--- src/rtl/byte_load_unit.sv ---
// byte_load_unit: read-side load/extract unit for the basic CPU.
// Fetches a 16-bit word over a request/acknowledge handshake, selects a byte by
// address LSB (little-endian) and zero- or sign-extends it, or performs the
// register-only SXT/ZXT. The result is returned with a one-cycle done pulse.
//
// Ports:
//   E          clock (all state updates on posedge)
//   rst        synchronous active-high reset
//   start      request, sampled only when idle
//   op         0=LDW 1=LDBZ 2=LDBS 3=SXT 4=ZXT 5-7 illegal
//   addr       byte address for memory ops
//   src_in     register operand for SXT/ZXT
//   busy       high whenever the unit is not idle
//   done       one-cycle completion pulse; result/err valid while high
//   err        error flag qualified by done
//   result     extracted/extended value, held until the next completion
//   mem_addr   word-aligned memory address
//   mem_rd     memory read request, held until ack or timeout
//   mem_rdata  memory read data, valid with mem_ack
//   mem_ack    single-cycle memory acknowledge
module byte_load_unit #(
  parameter int unsigned TIMEOUT = 16,
  parameter int unsigned CNT_W   = 5
) (
  input  logic        E,
  input  logic        rst,
  input  logic        start,
  input  logic [2:0]  op,
  input  logic [15:0] addr,
  input  logic [15:0] src_in,
  output logic        busy,
  output logic        done,
  output logic        err,
  output logic [15:0] result,
  output logic [15:0] mem_addr,
  output logic        mem_rd,
  input  logic [15:0] mem_rdata,
  input  logic        mem_ack
);

  typedef enum logic [1:0] {
    S_IDLE,
    S_WAIT,
    S_DONE
  } state_t;

  localparam logic [2:0] OP_LDW  = 3'd0;
  localparam logic [2:0] OP_LDBZ = 3'd1;
  localparam logic [2:0] OP_LDBS = 3'd2;
  localparam logic [2:0] OP_SXT  = 3'd3;
  localparam logic [2:0] OP_ZXT  = 3'd4;

  state_t             state_q, state_d;
  logic [CNT_W-1:0]   cnt_q, cnt_d;
  logic [2:0]         op_q, op_d;
  logic               lsb_q, lsb_d;
  logic               busy_q, busy_d;
  logic               done_q, done_d;
  logic               err_q, err_d;
  logic [15:0]        result_q, result_d;
  logic [15:0]        mem_addr_q, mem_addr_d;
  logic               mem_rd_q, mem_rd_d;
  logic [7:0]         rd_byte;

  // Only the low byte of src_in participates in SXT/ZXT.
  logic unused_src_hi;
  assign unused_src_hi = ^src_in[15:8];

  always_comb begin
    state_d    = state_q;
    cnt_d      = cnt_q;
    op_d       = op_q;
    lsb_d      = lsb_q;
    done_d     = 1'b0;
    err_d      = err_q;
    result_d   = result_q;
    mem_addr_d = mem_addr_q;
    mem_rd_d   = mem_rd_q;
    rd_byte    = lsb_q ? mem_rdata[15:8] : mem_rdata[7:0];

    case (state_q)
      S_IDLE: begin
        if (start) begin
          case (op)
            OP_LDW, OP_LDBZ, OP_LDBS: begin
              if (op == OP_LDW && addr[0]) begin
                // Misaligned word load: reported without touching memory.
                err_d    = 1'b1;
                result_d = '0;
                state_d  = S_DONE;
              end else begin
                op_d       = op;
                lsb_d      = addr[0];
                mem_addr_d = {addr[15:1], 1'b0};
                mem_rd_d   = 1'b1;
                cnt_d      = '0;
                state_d    = S_WAIT;
              end
            end
            OP_SXT: begin
              result_d = {{8{src_in[7]}}, src_in[7:0]};
              err_d    = 1'b0;
              state_d  = S_DONE;
            end
            OP_ZXT: begin
              result_d = {8'h00, src_in[7:0]};
              err_d    = 1'b0;
              state_d  = S_DONE;
            end
            default: begin
              err_d    = 1'b1;
              result_d = '0;
              state_d  = S_DONE;
            end
          endcase
        end
      end

      S_WAIT: begin
        // Ack is tested before the timeout so an ack on the final cycle wins.
        if (mem_ack) begin
          mem_rd_d = 1'b0;
          err_d    = 1'b0;
          case (op_q)
            OP_LDBZ: result_d = {8'h00, rd_byte};
            OP_LDBS: result_d = {{8{rd_byte[7]}}, rd_byte};
            default: result_d = mem_rdata;
          endcase
          state_d = S_DONE;
        end else if (cnt_q == CNT_W'(TIMEOUT - 1)) begin
          mem_rd_d = 1'b0;
          err_d    = 1'b1;
          result_d = '0;
          state_d  = S_DONE;
        end else begin
          cnt_d = cnt_q + CNT_W'(1);
        end
      end

      S_DONE: begin
        // done is registered, so the pulse appears in the cycle after DONE.
        done_d  = 1'b1;
        state_d = S_IDLE;
      end

      default: state_d = S_IDLE;
    endcase

    busy_d = (state_d != S_IDLE);
  end

  always_ff @(posedge E) begin
    if (rst) begin
      state_q    <= S_IDLE;
      cnt_q      <= '0;
      op_q       <= '0;
      lsb_q      <= 1'b0;
      busy_q     <= 1'b0;
      done_q     <= 1'b0;
      err_q      <= 1'b0;
      result_q   <= '0;
      mem_addr_q <= '0;
      mem_rd_q   <= 1'b0;
    end else begin
      state_q    <= state_d;
      cnt_q      <= cnt_d;
      op_q       <= op_d;
      lsb_q      <= lsb_d;
      busy_q     <= busy_d;
      done_q     <= done_d;
      err_q      <= err_d;
      result_q   <= result_d;
      mem_addr_q <= mem_addr_d;
      mem_rd_q   <= mem_rd_d;
    end
  end

  assign busy     = busy_q;
  assign done     = done_q;
  assign err      = err_q;
  assign result   = result_q;
  assign mem_addr = mem_addr_q;
  assign mem_rd   = mem_rd_q;

endmodule

--- config.mk ---
export PLATFORM = sky130hd
export DESIGN_NAME = byte_load_unit
export DESIGN_NICKNAME = d
export VERILOG_FILES = /design/src/rtl/byte_load_unit.sv
export SDC_FILE = /design/constraint.sdc
export NUM_CORES = 1
export LEC_CHECK = 0
export CELL_PAD_IN_SITES_DETAIL_PLACEMENT = 1
export CELL_PAD_IN_SITES_GLOBAL_PLACEMENT = 1
export CORE_ASPECT_RATIO = 0.6
export CORE_UTILIZATION = 29
export CTS_CLUSTER_SIZE = 16
export DETAILED_ROUTE_END_ITERATION = 12
export GPL_ROUTABILITY_DRIVEN = 0
export PLACE_DENSITY = 0.84
export SYNTH_ARGS = -nofsm -noshare
export SYNTH_HDL_FRONTEND = slang
export SYNTH_SLANG_ARGS = --single-unit
--- constraint.sdc ---
create_clock -name E -period 1.64 [get_ports E]
set_input_delay 0.328 -clock E [delete_from_list [all_inputs] [get_ports E]]
set_output_delay 0.328 -clock E [all_outputs]
set_load 0.02 [all_outputs]
# After elaboration in Yosys (flattened, before gate mapping)
# Index checks and enable logic that the tools add are counted.
# word_totals
reg_bits	46
out_inout_bits	36
# op_classes
addsub	1
n_eq_ne	16
mux	33
n_bitwise	1
reduce_logical	11
# op_table
cell	n
two-way mux 16 bit	4
case mux 16 bit (2 select lines)	2
case mux 16 bit (3 select lines)	1
two-way mux 5 bit	5
two-way mux 1 bit	10
two-way mux 2 bit	5
case mux 5 bit (2 select lines)	1
== test 3 x 2 -> 1 bit, second input constant	3
two-way mux 8 bit	1
inequality test 2 bit, second input constant	4
AND reduction 4 bit	2
== test 3 x 1 -> 1 bit, second input constant	2
inequality test 3 bit, second input constant	2
case mux 1 bit (2 select lines)	3
AND reduction 6 bit	1
adder 5 x 1 -> 5 bit, second input constant	1
== test 5 x 4 -> 1 bit, second input constant	1
AND reduction 5 bit	1
case mux 2 bit (2 select lines)	1
nonzero test 2 bit	2
== test 3 bit, second input constant	1
logical NOT 3 bit	1
OR reduction 3 bit	1
== test 2 x 1 -> 1 bit, second input constant	1
other kinds (6)	6

# Depth between registers and ports, before layout
# Gate-level depths: netlist of the first run.
# depth
depth_word	7
mapped_depth	8
ltp_nobuf	7

# Least setup slack after synthesis of the first run
# OpenSTA, ideal clock, no wires.
# synth_path
path_kind	reg-to-reg
from	register cnt_q[0]
to	register cnt_q[3]
setup_time_ns	0.088
t_arrival_ns	1.678
setup_slack_ns	-0.127
stages_incl_launch_ff	8
path_buffers	0
path_cell_list	dfxtp_1 ha_1 and3_1 ha_1 nor3b_2 nand4_1 o21ba_1 a311oi_2
# synth_between
elab_chain_cells	4
elab_cells_between_ends	7
cone_classes	add/sub: 1; eq/ne: 2; mux: 3; reduce/logical: 1
# synth_rtl
item	line_no	rtl
from (decl)	54	logic [CNT_W-1:0] cnt_q, cnt_d;
from (signal assigned)	166	cnt_q <= cnt_d;
adder 5 x 1 -> 5 bit	136	cnt_d = cnt_q + CNT_W'(1);
two-way mux 5 bit	130	end else if (cnt_q == CNT_W'(TIMEOUT - 1)) begin
two-way mux 5 bit	121	if (mem_ack) begin
case mux 5 bit (2 select lines)	81	case (state_q)
# Several ways; a longest one is shown, not always the timed one. The select of a mux whose other input is x is not followed.
# A chain may end at the register's enable or synchronous reset.

# Final worst setup path of the first run
# layout_path
from	register cnt_q[1]
to	register cnt_q[3]
# The elaborated chain is that of the path after synthesis.

==> flow_summary.yaml, run 1 <==
run_status:
  run_status: "finished, violations left"
  violations: "negative setup slack"
placed_design:
  dp.cells: 439
  dpl-instance-area_um2: 3463
  place_ws_ps: -432.7
  port-buffer-count: 81
  place_hpwl_um: 5770
timing:
  grt_setup_unrepaired: "true"
  skew_ps: 9.757
  finalCritPeriodShare_pct: 106.1
  holdWs_ps: 463.9
  finalHoldViolCount: 0
  setup_ws_ps: -99.91
  setup_viol: 19
  drv_slew: 0
  max_clock_freq_mhz: 574.7
  finalCriticalPeriod_ps: 1740
floorplanning:
  die_area_um2: 8248
  die_w_um: 116.6
  core.rowCount: 24
  num_io_pins: 91
  core_um2: 7447
  die_y_um: 70.75
  start_util_pct: 30.68
synth:
  ys_ff_latch: 46
  netlist_area_um2: 2285
  synth_warnings: 0
  syn_avg_cell_area_um2: 9.764
  ys_seq_area_share_pct: 40.31
  synthesis.nets: 292
  synthCells: 234
  ys_types: 44
grt:
  grt_pass1_wl_um: 12580
  grt_antenna_before_repair: 0
  grt_pass1_vias: 2385
  grt_usage_pct: 19.87
  overflow: 0
  grt_max_degree: 21
run:
  maxCapViolCount: 0
clock_tree:
  htree_levels: 2
  root_buffer: "clkbuf_16"
  cts_hold_buf: 0
  cts_buffers: 5
  path_clk_slew_ps: 70
  clock_sinks: 46
  tritoncts: "yes"
  cts_buffer_depth: 2
  clk_latency_ps: 290
hold_path:
  hold_class: "register to register"
worst_setup_path:
  startpoint_type: "register"
  arrival_ps: 1940
  crit_fanout: 4
  crit_type: "register to register"
  endpoint_kind: "register"
  cp.required_ps: 1840
route:
  dr.pass1.iters: 4
  vias: 2270
  routedWlPerCell_um: 18.53
  ant_nets: 0
  drt_iter0_drc: 116
  drcViolationCount: 0
  totalWireLength_um: 8412
  avgViaCountPerCell: 5.000
finish:
  syn_to_final_growth_pct: 69.88
  nNetsFinal: 407
  final_cell_mix: "67 x clkdlybuf4s50_1, 43 x dfxtp_1, 32 x buf_4, 20 x nor2_1, 19 x mux2i_1"
  num_antenna_cells: 0
  final_common_cell: "clkdlybuf4s50_1"
  fin_area_um2: 3881
  layout.cells.non_filler: 454
  nFillCells: 846
  drive_above_1_share_pct: 30.00
pwr:
  p_switching_w: 0.0009036
  swShare_pct: 28.93
  ir_drop_v: 0.0003764
  seqPwrFrac_pct: 39.9
  power.leakage_nw: 1.642
  combPwrFrac_pct: 26.0
  p_int_w: 0.002220
  clkPwrFrac_pct: 34.1
  p_per_area_nw_per_um2: 804.8
per-stage QoR:
stage	util [%]	total power (W)	setup TNS (ps)
6_report	52.12	0.003124	-756.3
4_1_cts	50.02	0.003074	-622.3
3_5_place_dp	46.51	0.001988	-16480
5_1_grt	52.12	0.003248	-2147
2_1_floorplan	-	0.001603	-307.6
3_3_place_gp	46.51	0.001965	-14160
per-layer routing:
| layer | wire length, um | global-route usage [%] | share of wire, % |
|---|---|---|---|
| met1 | 3888 | 26.44 | 46 |
| met2 | 4052 | 33.79 | 48 |
| met3 | 444 | 4.627 | 5.3 |
| met4 | 27 | 2.110 | 0.32 |
| met5 | 0 | 0 | 0 |
what timing repair did:
item | 4_1_cts | 5_1_grt
cloned | 1 | 1
resized for setup | 15 | 31
setup buffers | 3 | 2
endpoints found under the setup margin | 42 | 32
pin swaps | 8 | 4
hold endpoints to repair | 0 | 0
critical path, stage by stage (launching register included):
cell	delay, ps
dfxtp_2	330
ha_4	160
and3_4	180
ha_4	160
nor3b_4	240
nand4_1	190
o21ba_1	230
a311oi_2	170
flip-flops by register name, summed over array words and instances (netlist names):
register and flops:
result 16, cnt_q 5, mem_addr 15, busy 1, mem_rd 1, done 1, state_q 2, op_q 3
lsb_q 1, err 1
cells in the mapped netlist, drive strengths merged:
cell type	n	area, um2
clkbuf	6	22.52
ha	3	37.54
o31ai	1	12.51
mux2i	19	190.2
and2b	1	10.01
nand2b	1	6.260
o21ai	19	98.85
nor3	20	100.1
a311oi	10	93.84
conb	1	3.750
or3b	2	22.52
xor2	1	16.27
nand3b	2	27.53
o21a	2	15.01
dfxtp	46	920.9
a21oi	5	47.54
nand2	14	55.06
xnor2	1	8.760
and2	1	7.510
o21ba	1	10.01
inv	3	11.26
a221o	1	10.01
nor3b	5	57.56
a31oi	1	12.51
nor2	22	87.58
nor2b	1	6.260
and3	1	6.260
a21o	9	67.56
a211oi	13	157.6
nand4	2	18.77
buf	8	78.82
nand3	11	55.05
and3b	1	8.760
final cells by class:
| cell class | instances | area [um2] | area share [%] |
|---|---|---|---|
| multi-input combinational | 171 | 1421 | 36.62 |
| timing repair buffer | 122 | 1240 | 31.95 |
| sequential | 46 | 927.1 | 23.89 |
| clock buffer | 6 | 138.9 | 3.578 |
| tap | 104 | 130.1 | 3.353 |
| clock inverter | 2 | 12.51 | 0.3224 |
| inverter | 3 | 11.26 | 0.2901 |
kinds of logic (layout without fill, tap and decap cells):
family	after synthesis	after routing	share of synthesized area (%)
other	1	1	0.1641
and+or+nand+nor	84	84	20.54
DFF	46	46	40.31
muxes	19	19	8.324
AOI/OAI and AO/OA	62	62	23.00
buffers and inverters	17	133	4.928
adders and majority gates	3	3	1.643
xor gates and xnor gates	2	2	1.096
power by group through the flow:
stage / sequential, W / combinational [W] / clock (W)
after floorplan: 0.00133 / 0.000275 / 0
after global placement: 0.00126 / 0.000708 / 0
after detailed placement: 0.00126 / 0.000729 / 0
after CTS: 0.00124 / 0.000772 / 0.00107
after global routing: 0.00125 / 0.000863 / 0.00113
final: 0.00124 / 0.000813 / 0.00107
path summary, 6_finish.rpt:
check / endpoint / depth (start not counted) / startpoint / slack, ps
worst max register to register: cnt_q[3] / 7 / cnt_q[1] / -100
worst min register to register: mem_rd / 2 / mem_rd / 460
worst min-delay path: mem_rd / 2 / mem_rd / 460
worst max-delay path: cnt_q[3] / 7 / cnt_q[1] / -100
Note: power is estimated with default switching activity, not from simulation.
==> inputs of run 2 (changes only) <==
--- a/config.mk
+++ b/config.mk
@@ -5,6 +5,7 @@
 export SDC_FILE = /design/constraint.sdc
 export NUM_CORES = 1
 export LEC_CHECK = 0
+export ABC_AREA = 0
 export CELL_PAD_IN_SITES_DETAIL_PLACEMENT = 1
 export CELL_PAD_IN_SITES_GLOBAL_PLACEMENT = 1
 export CORE_ASPECT_RATIO = 0.6
==> results of run 2 <==
Same layout as run 1: the final DEF is identical, and so are final timing and power.
